===== config.mk =====
export PLATFORM = sky130hd
export DESIGN_NAME = trig_pid_tdc
export DESIGN_NICKNAME = d
export VERILOG_FILES = /design/src/rtl/trig_pid_tdc.sv
export SDC_FILE = /design/constraint.sdc
export NUM_CORES = 1
export LEC_CHECK = 0
export CORE_MARGIN = 3
export CORE_UTILIZATION = 50
export CTS_CLUSTER_DIAMETER = 150
export DETAILED_ROUTE_END_ITERATION = 6
export PLACE_DENSITY = 0.76
export SLEW_MARGIN = 20
export SYNTH_ARGS = -nofsm -noshare
export SYNTH_HDL_FRONTEND = slang
export SYNTH_SLANG_ARGS = --single-unit

===== constraint.sdc =====
create_clock -name clk -period 2.9 [get_ports clk]
set_input_delay 0.58 -clock clk [delete_from_list [all_inputs] [get_ports clk]]
set_output_delay 0.58 -clock clk [all_outputs]
set_load 0.005 [all_outputs]

===== src/rtl/trig_pid_tdc.sv =====
// ============================================================================
// Module   : trig_pid_tdc
// Purpose  : Start-to-first-hit time-of-flight TDC with three programmable
//            PID windows, up/down split pulses and local-bus counters.
// Revision : 1.0  initial parametrised release
// ============================================================================
`default_nettype none

module trig_pid_tdc #(
  parameter int          NCH       = 48,
  parameter int          TW        = 12,
  parameter int          MAX_WIN   = 400,
  parameter logic [7:0]  BASE_ADDR = 8'hD0,
  parameter int          CNT_W     = 32
) (
  input  logic              clk,
  input  logic              rst,
  input  logic [NCH-1:0]    hit_in,
  input  logic              ref_in,
  output logic              Electron,
  output logic              Muon,
  output logic              Pion,
  output logic              Electronup,
  output logic              Muonup,
  output logic              Pionup,
  output logic              Electrondown,
  output logic              Muondown,
  output logic              Piondown,
  output logic              busy,
  input  logic [31:0]       DataIn,
  output logic [31:0]       DataOut,
  input  logic [7:0]        Address,
  input  logic              Read,
  input  logic              Write,
  output logic              ack
);

  typedef enum logic [1:0] {
    S_IDLE   = 2'd0,
    S_ARMED  = 2'd1,
    S_DECIDE = 2'd2
  } state_t;

  localparam logic [TW-1:0]    c_max_win = TW'(MAX_WIN);
  localparam logic [5:0]       c_half    = 6'(NCH / 2);
  localparam logic [CNT_W-1:0] c_cnt_max = '1;

  state_t              r_state;
  logic [NCH-1:0]      r_hit_q;
  logic                r_ref_q;
  logic [TW-1:0]       r_tof;
  logic [TW-1:0]       r_dt;
  logic [5:0]          r_ch;
  logic [7:0]          r_to_cnt;
  logic                r_enable;
  logic [TW-1:0]       r_win_lo [3];
  logic [TW-1:0]       r_win_hi [3];
  logic [CNT_W-1:0]    r_cnt    [3];

  logic [NCH-1:0]      w_hit_edge;
  logic                w_ref_edge;
  logic                w_any_hit;
  logic [5:0]          w_first_ch;
  logic [2:0]          w_in_win;
  logic [2:0]          w_cls;
  logic                w_up;
  logic [7:0]          w_off;
  logic                w_sel;
  logic                w_wr;
  logic                w_unused_din;

  assign w_hit_edge   = hit_in & ~r_hit_q;
  assign w_ref_edge   = ref_in & ~r_ref_q;
  assign w_any_hit    = |w_hit_edge;
  assign busy         = (r_state != S_IDLE);
  assign w_unused_din = ^DataIn;

  // Descending scan so the lowest active channel is the one left standing.
  always_comb begin
    w_first_ch = '0;
    for (int i = NCH - 1; i >= 0; i--) begin
      if (w_hit_edge[i]) w_first_ch = 6'(i);
    end
  end

  always_comb begin
    for (int k = 0; k < 3; k++) begin
      w_in_win[k] = (r_dt >= r_win_lo[k]) && (r_dt <= r_win_hi[k]);
    end
  end

  assign w_cls[0] = w_in_win[0];
  assign w_cls[1] = w_in_win[1] & ~w_in_win[0];
  assign w_cls[2] = w_in_win[2] & ~w_in_win[1] & ~w_in_win[0];
  assign w_up     = (r_ch < c_half);

  assign w_off = Address - BASE_ADDR;
  assign w_sel = (w_off < 8'd8);
  assign w_wr  = w_sel & Write;
  assign ack   = w_sel & (Read | Write);

  function automatic logic [31:0] f_win_word(input logic [TW-1:0] lo, input logic [TW-1:0] hi);
    f_win_word = (32'(hi) << 16) | 32'(lo);
  endfunction

  always_comb begin
    DataOut = '0;
    if (Read && w_sel) begin
      case (w_off[2:0])
        3'd0:    DataOut = {31'd0, r_enable};
        3'd1:    DataOut = f_win_word(r_win_lo[0], r_win_hi[0]);
        3'd2:    DataOut = f_win_word(r_win_lo[1], r_win_hi[1]);
        3'd3:    DataOut = f_win_word(r_win_lo[2], r_win_hi[2]);
        3'd4:    DataOut = 32'(r_cnt[0]);
        3'd5:    DataOut = 32'(r_cnt[1]);
        3'd6:    DataOut = 32'(r_cnt[2]);
        default: DataOut = {r_to_cnt, 2'b00, r_ch, 12'(r_dt), 2'b00, r_state};
      endcase
    end
  end

  always_ff @(posedge clk or negedge rst) begin
    if (!rst) begin
      r_hit_q <= '0;
      r_ref_q <= 1'b0;
    end else begin
      r_hit_q <= hit_in;
      r_ref_q <= ref_in;
    end
  end

  always_ff @(posedge clk or negedge rst) begin
    if (!rst) begin
      r_enable    <= 1'b1;
      r_win_lo[0] <= TW'(1);
      r_win_hi[0] <= TW'(20);
      r_win_lo[1] <= TW'(21);
      r_win_hi[1] <= TW'(60);
      r_win_lo[2] <= TW'(61);
      r_win_hi[2] <= TW'(120);
    end else if (w_wr) begin
      case (w_off[2:0])
        3'd0: r_enable <= DataIn[0];
        3'd1: begin r_win_lo[0] <= DataIn[TW-1:0]; r_win_hi[0] <= DataIn[16+TW-1:16]; end
        3'd2: begin r_win_lo[1] <= DataIn[TW-1:0]; r_win_hi[1] <= DataIn[16+TW-1:16]; end
        3'd3: begin r_win_lo[2] <= DataIn[TW-1:0]; r_win_hi[2] <= DataIn[16+TW-1:16]; end
        default: ;
      endcase
    end
  end

  // A bus clear landing on the same edge as an increment leaves zero.
  for (genvar k = 0; k < 3; k++) begin : g_cnt
    always_ff @(posedge clk or negedge rst) begin
      if (!rst) begin
        r_cnt[k] <= '0;
      end else if (w_wr && (w_off[2:0] == 3'(4 + k))) begin
        r_cnt[k] <= '0;
      end else if ((r_state == S_DECIDE) && w_cls[k] && (r_cnt[k] != c_cnt_max)) begin
        r_cnt[k] <= r_cnt[k] + 1'b1;
      end
    end
  end

  always_ff @(posedge clk or negedge rst) begin
    if (!rst) begin
      r_state      <= S_IDLE;
      r_tof        <= '0;
      r_dt         <= '0;
      r_ch         <= '0;
      r_to_cnt     <= '0;
      Electron     <= 1'b0;
      Muon         <= 1'b0;
      Pion         <= 1'b0;
      Electronup   <= 1'b0;
      Muonup       <= 1'b0;
      Pionup       <= 1'b0;
      Electrondown <= 1'b0;
      Muondown     <= 1'b0;
      Piondown     <= 1'b0;
    end else begin
      Electron     <= 1'b0;
      Muon         <= 1'b0;
      Pion         <= 1'b0;
      Electronup   <= 1'b0;
      Muonup       <= 1'b0;
      Pionup       <= 1'b0;
      Electrondown <= 1'b0;
      Muondown     <= 1'b0;
      Piondown     <= 1'b0;
      case (r_state)
        S_IDLE: begin
          if (w_ref_edge && r_enable) begin
            r_tof   <= TW'(1);
            r_state <= S_ARMED;
          end
        end
        S_ARMED: begin
          r_tof <= r_tof + 1'b1;
          if (!r_enable) begin
            r_state <= S_IDLE;
          end else if (w_any_hit) begin
            r_dt    <= r_tof;
            r_ch    <= w_first_ch;
            r_state <= S_DECIDE;
          end else if (r_tof == c_max_win) begin
            if (r_to_cnt != 8'hFF) r_to_cnt <= r_to_cnt + 8'd1;
            r_state <= S_IDLE;
          end
        end
        S_DECIDE: begin
          Electron     <= w_cls[0];
          Muon         <= w_cls[1];
          Pion         <= w_cls[2];
          Electronup   <= w_cls[0] & w_up;
          Muonup       <= w_cls[1] & w_up;
          Pionup       <= w_cls[2] & w_up;
          Electrondown <= w_cls[0] & ~w_up;
          Muondown     <= w_cls[1] & ~w_up;
          Piondown     <= w_cls[2] & ~w_up;
          r_state      <= S_IDLE;
        end
        default: r_state <= S_IDLE;
      endcase
      if (w_wr && (w_off[2:0] == 3'd7)) r_to_cnt <= 8'd0;
    end
  end

endmodule

`default_nettype wire

Word level (Yosys, flattened, before mapping)
Cells that the tools add are included.
{"block": "classes", "n_addsub": 6, "order_cmp": 8, "n_eq_ne": 17, "n_mux": 78, "bitwise_logic": 22, "n_reduce_logical": 35}
{"op": "2-to-1 mux 6 bit", "count": 48}
{"op": "2-to-1 mux 32 bit", "count": 7}
{"op": "case mux 32 bit (7 select lines)", "count": 1}
{"op": "adder 32 x 1 -> 32 bit (second input constant)", "count": 3}
{"op": "!= test 32 bit (second input constant)", "count": 3}
{"op": "bitwise OR 28 x 12 -> 28 bit", "count": 3}
{"op": "AND 48 bit", "count": 1}
{"op": "2-to-1 mux 8 bit", "count": 6}
{"op": "NOT 48 bit", "count": 1}
{"op": "OR reduction 48 bit", "count": 1}
{"op": "greater-or-equal comparator 12 bit", "count": 3}
{"op": "<= comparator 12 bit", "count": 3}
{"op": "case mux 12 bit (2 select lines)", "count": 1}
{"op": "nonzero test 2 bit", "count": 9}
{"op": "logical AND 1 bit", "count": 15}
{"op": "adder 12 x 1 -> 12 bit (second input constant)", "count": 1}
{"op": "AND 1 bit", "count": 12}
{"op": "== test 12 x 9 -> 1 bit (second input constant)", "count": 1}
{"op": "== test 3 bit (second input constant)", "count": 4}
{"op": "2-to-1 mux 12 bit", "count": 1}
{"op": "AND reduction 2 bit", "count": 6}
{"op": "2-to-1 mux 1 bit", "count": 9}
{"op": "adder 8 x 1 -> 8 bit (second input constant)", "count": 1}
{"op": "less-than comparator 8 x 4 -> 1 bit (second input constant)", "count": 1}
{"op": "other kinds (18)", "count": 25}
{"block": "totals", "ff_bits": 267, "input_bits": 93, "output_inout_bits": 43, "word_cells": 192}

Depth between registers and ports, before layout
{"block": "depth", "depth_word": 50, "mapped_depth": 12, "ltp_nobuf": 10}

Worst setup path after synthesis
No wires, ideal clock.
{"block": "synth_timing", "path_type": "input to output", "start": "in Address[0]", "end": "out DataOut[16]", "arrival_ns": 2.461, "t_required_ns": 2.320, "path_slack_ns": -0.141, "cell_stages": 7, "path_buffers": 5, "cell_sequence": "clkbuf_1 buf_1 buf_1 clkbuf_1 buf_1 o221ai_1 a21oi_1"}
{"block": "synth_via", "elab_chain_len": 4, "word_cells_on_any_way": 12, "cone_classes": "add/sub (1); order compare (1); eq/ne (6); mux (2); reduce/logical (2)"}
{"element": "from (decl)", "line": "32", "rtl": "input logic [7:0] Address,"}
{"element": "subtractor 8 bit *", "line": "97", "rtl": "assign w_off = Address - BASE_ADDR;"}
{"element": "less-than comparator 8 x 4 -> 1 bit, or another cell as far along", "line": "98", "rtl": "assign w_sel = (w_off < 8'd8);"}
{"element": "logical AND 1 bit or case mux 32 bit (7 select lines) (tied branches)", "line": "108, 109"}
{"element": "2-to-1 mux 32 bit *", "line": "108", "rtl": "if (Read && w_sel) begin"}
{"element": "to (decl)", "line": "31", "rtl": "output logic [31:0] DataOut,"}
Mark *: on every way between the ends. The rest lies on a longest branch, timed or not.

Final worst setup path
{"block": "layout_timing", "start": "reg r_win_hi[5] (netlist bit)", "end": "reg r_cnt[29] (netlist bit)"}
{"block": "layout_via", "elab_chain_len": 7}
{"element": "from (decl)", "line": "57", "rtl": "logic [TW-1:0] r_win_hi [3];"}
{"element": "<= comparator 12 bit", "line": "88", "rtl": "w_in_win[k] = (r_dt >= r_win_lo[k]) && (r_dt <= r_win_hi[k]);"}
{"element": "logical AND 1 bit", "line": "88"}
{"element": "AND 1 bit (2 in a row)", "line": "94", "rtl": "assign w_cls[2] = w_in_win[2] & ~w_in_win[1] & ~w_in_win[0];"}
{"element": "logical AND 1 bit (2 in a row)", "line": "159", "rtl": "end else if ((r_state == S_DECIDE) && w_cls[k] && (r_cnt[k] != c_cnt_max)) begin"}
{"element": "nonzero test 2 bit (no source line)"}
{"element": "to (signal, indexed assignment)", "line": "160", "rtl": "r_cnt[k] <= r_cnt[k] + 1'b1;"}
{"element": "to (decl)", "line": "58", "rtl": "logic [CNT_W-1:0] r_cnt [3];"}
Every way passes these cells.
A chain may end at the register's enable or synchronous reset.

==> summary.txt <==
Run status
  • Status: complete, but fails checks
  • Violated checks: design-rule violations, negative setup slack

STA
  • Setup violators final: 86
  • Max-slew violations: 0
  • Final hold slack: 463 ps
  • RSZ-0062 raised after global routing: yes
  • Tmin final: 3280 ps
  • Clk_skew: 19.8 ps
  • Final Hold Fails: 0
  • Relative slew slack: 0.296
  • Slew @ Worst Pin: 1050 ps
  • Achievable frequency: 305 MHz
  • Final period util: 1.13
  • Worst setup margin: -376 ps

Floorplan
  • Core area: 30,000 sq um
  • FP Rows: 63
  • Total I/O pin count: ~140
  • Initial core utilization: 0.513
  • Die area: 33,000 sq um
  • DIE HEIGHT: between 150 and 200 um
  • Die width: 182 um

Synthesis
  • Top cells by count, synth: 247 x dfrtp_1, 164 x nand2_1, 138 x nor2_1
  • Area share of fa/ha/maj cells after synthesis: 0.0633
  • Simple-Gate Fraction of Synth Area: 0.221
  • Seq/Total Area, Yosys: 0.435
  • Mapped Nets: ~1,900
  • Most used DFF post-synth: dfrtp_1
  • Asr flop ratio synth: 1.00
  • Unique masters post-synth: between 70 and 80
  • Post-synth EDFFs: 0
  • Post-Synthesis Cells: 1,683
  • Area share of the largest cell type after synthesis: 0.401
  • Dominant cell type by area after synthesis: dfrtp_1
  • Top cells by area, synth: dfrtp_1 40%, ha_1 6.3%, mux2_2 4.5%, o21ai_0 4.2%, nand2_1 4.0%
  • Compound-Gate Fraction of Synth Area: 0.154
  • Synth warn: 0
  • Top-count cell post-synth: dfrtp_1
  • Avg Inst Size Synth: 9.16 sq um
  • Syn Std Cell Area: 15,400 sq um
  • XOR/XNOR Fraction of Synth Area: 0.0250
  • Largest family of logic cells by synthesized area: simple AND/OR/NAND/NOR gates
  • Flops & latches, synth: 267
  • Post-synthesis mux area share: 0.0594

Global routing
  • GRT Resource Usage Total: 0.318
  • Initial antenna violation count: 0
  • First-pass GRT wire length: 84,200 um
  • Largest net degree at the start of global routing: 85
  • Remaining global-route overflow: 0
  • Number of global-route vias before repair: 15,502

Critical path
  • CP Max Fanout: 6
  • CP required: 3400 ps
  • CP max-delay cell: dfstp_2
  • Critical Path Max Stage Delay: 540 ps
  • Critical-path cell list: inv_2 -> ha_4 -> a21o_1 -> a21oi_2 -> o21ai_2 -> a2111o_1 -> a221oi_2 -> buf_4 -> nand4_1 -> buf_4 -> buf_6 -> or4_4 -> a21oi_2
  • Crit Path Class: reg -> reg
  • Worst EP arrival: 3770 ps
  • Startpoint types: flip-flop
  • CP endpoint kind: flip-flop
  • R2r setup slk: -380 ps

Place
  • Placed inst area: 19,000 sq um
  • GPL Wtd Cong: roughly 0.96
  • Buffers on Ports: 127
  • Placed cell count: 2,390
  • Detailed placer's ending HPWL: 38,300 um

Pwr
  • P_sw: 3.00 mW
  • Int Pwr: 7.11 mW
  • Pwr/cell area: 465 nW/um^2
  • Net Sw Frac: 0.297
  • Maximum vdd drop: approximately 0.0005 V
  • Comb power frac: 0.205
  • Pleak: 9.62 nW
  • Flop pwr share: 0.417
  • Clk pwr share: 0.377

Layout
  • Synth-to-Final Area Change: 41.1%
  • Post-Layout Cell Count: around 2,500
  • Fill cell count: 2,022
  • Post-route cell area: 21,700 sq um
  • Ant. Diodes: 0
  • Layout cell share with drive strength beyond 1: 0.313
  • Final net count: 2,255
  • Fin util: 0.724

Clocking
  • CTS tree: built
  • Clock transition at the registers of the reported paths: around 60 ps
  • Clock Sinks: 267
  • Clk buf depth: 3
  • CTS H-Tree Depth: 1
  • Latest clock arrival within the worst-skew pair: 580 ps
  • Clk root buf: clkbuf_16
  • CTS Buf Count: 30

Route
  • Via density: 6.24
  • DRT Wirelength: 55,000 um
  • 1st-iter DRT viols: 1,689
  • Drt first pass iters: 7
  • # DRC: 2
  • Routed Antenna Nets: 0
  • Vias: between 15,000 and 20,000
  • Wire per inst: 22.0 um

Run
  • Max-Cap Viols: 0

Hold path
  • Hold WC Path Type: in -> reg
[power by group through the flow]
stage	clock (mW)	combinational, mW	sequential, mW
after global routing	3.99	2.23	4.24
after global placement	0	1.61	4.25
after CTS	3.85	1.84	4.20
after floorplan	0	0.891	4.17
after detailed placement	0	1.66	4.26
final	3.81	2.07	4.22
[final cells by class]
class / instances / area [sq um] / area share
multi-input cells: 1247 / 9270 / 0.426
inverters: 98 / 368 / 0.0169
flip-flops and latches: 267 / 6720 / 0.309
well taps: 390 / 488 / 0.0224
repair buffers: 440 / 3930 / 0.181
clock inverters: 9 / 106 / 0.00489
clock buffers: 47 / 865 / 0.0398
[worst max-delay path, delay by kind of cell (launching register included)]
kind	cells	cell delay [ps]
compound gates	6	1270
buf+inv	4	590
simple gates	2	570
flops	1	540
fa+ha+maj	1	240
[what timing repair did]
| action | 4_1_cts | 5_1_grt |
|---|---|---|
| hold buffers | 1 | 0 |
| hold endpoints to repair | 26 | 0 |
| gates resized for setup | 270 | 92 |
| buffers inserted | 42 | 13 |
| cloned | 6 | 0 |
| setup endpoints to repair | 125 | 120 |
| pin swaps | 108 | 44 |
[layout by cell type, fill, tap and decap left out, types with 11 or more instances in the layout]
cell type / count
or3_1: 40
nand4_1: 50
o31ai_1: 14
a22oi_1: 12
clkbuf_1: 12
nor2b_1: 58
xnor2_1: 20
inv_1: 93
buf_12: 12
dfstp_2: 20
or3_4: 11
and3_1: 14
o22ai_1: 11
nand2b_1: 20
clkdlybuf4s50_1: 86
mux2i_1: 13
o21ai_0: 107
xor2_1: 20
o21ai_1: 15
nand2_1: 158
ha_4: 21
buf_2: 11
nor4_1: 13
clkbuf_16: 30
a211oi_1: 12
buf_6: 29
or4_1: 13
a21oi_1: 80
buf_4: 266
a21oi_2: 31
nor3_1: 11
ha_1: 57
nand3_1: 49
a21o_1: 13
dfrtp_1: 237
nor2_1: 130
mux2_2: 61
dlygate4sd2_1: 16
[layer usage]
layer / global-route usage / wire (um) / up-vias
met2: 0.507 / 25500 / 869
li1: - / - / 6860
met4: 0.151 / 3200 / 0
met1: 0.422 / 21300 / 7634
met3: 0.0565 / 4990 / 230
met5: 0 / 0 / -
[logic make-up (layout without fill, tap and decap cells)]
kind of cell    Yosys count  in the layout
simple gates            658            658
compound gates          387            387
flops                   267            267
buf+inv                 169            594
mux                      80             80
fa+ha+maj                78             78
xor+xnor                 44             44
[through the flow]
step	power (mW)	setup slack, ps	TNS (ps)
floorplan	5.07	-24.9	-24.9
global placement	5.85	-610	-24670
detailed placement	5.92	-603	-31420
CTS	9.89	-194	-4500
global route	10.5	-450	-24170
finish	10.1	-376	-15130
[state kept, by name, summed over array words and instances, names as in the netlist, 2 cells and up]
register and count:
r_ch 6, r_cnt 96, r_dt 12, r_hit_q 48, r_state 2, r_to_cnt 8, r_tof 12, r_win_hi 36
r_win_lo 36
[worst paths after layout]
check                               endpoint  depth (start not counted)          from
worst max-delay path               r_cnt[29]                         13   r_win_hi[5]
worst min-delay path             r_hit_q[15]                          1    hit_in[15]
worst max register to register     r_cnt[29]                         13   r_win_hi[5]
worst min register to register  r_win_lo[31]                          1  r_win_lo[31]
max in group asynchronous        r_hit_q[17]                          3           rst
min in group asynchronous       r_win_lo[33]                          2           rst
Note: power is estimated with default switching activity, not from simulation.
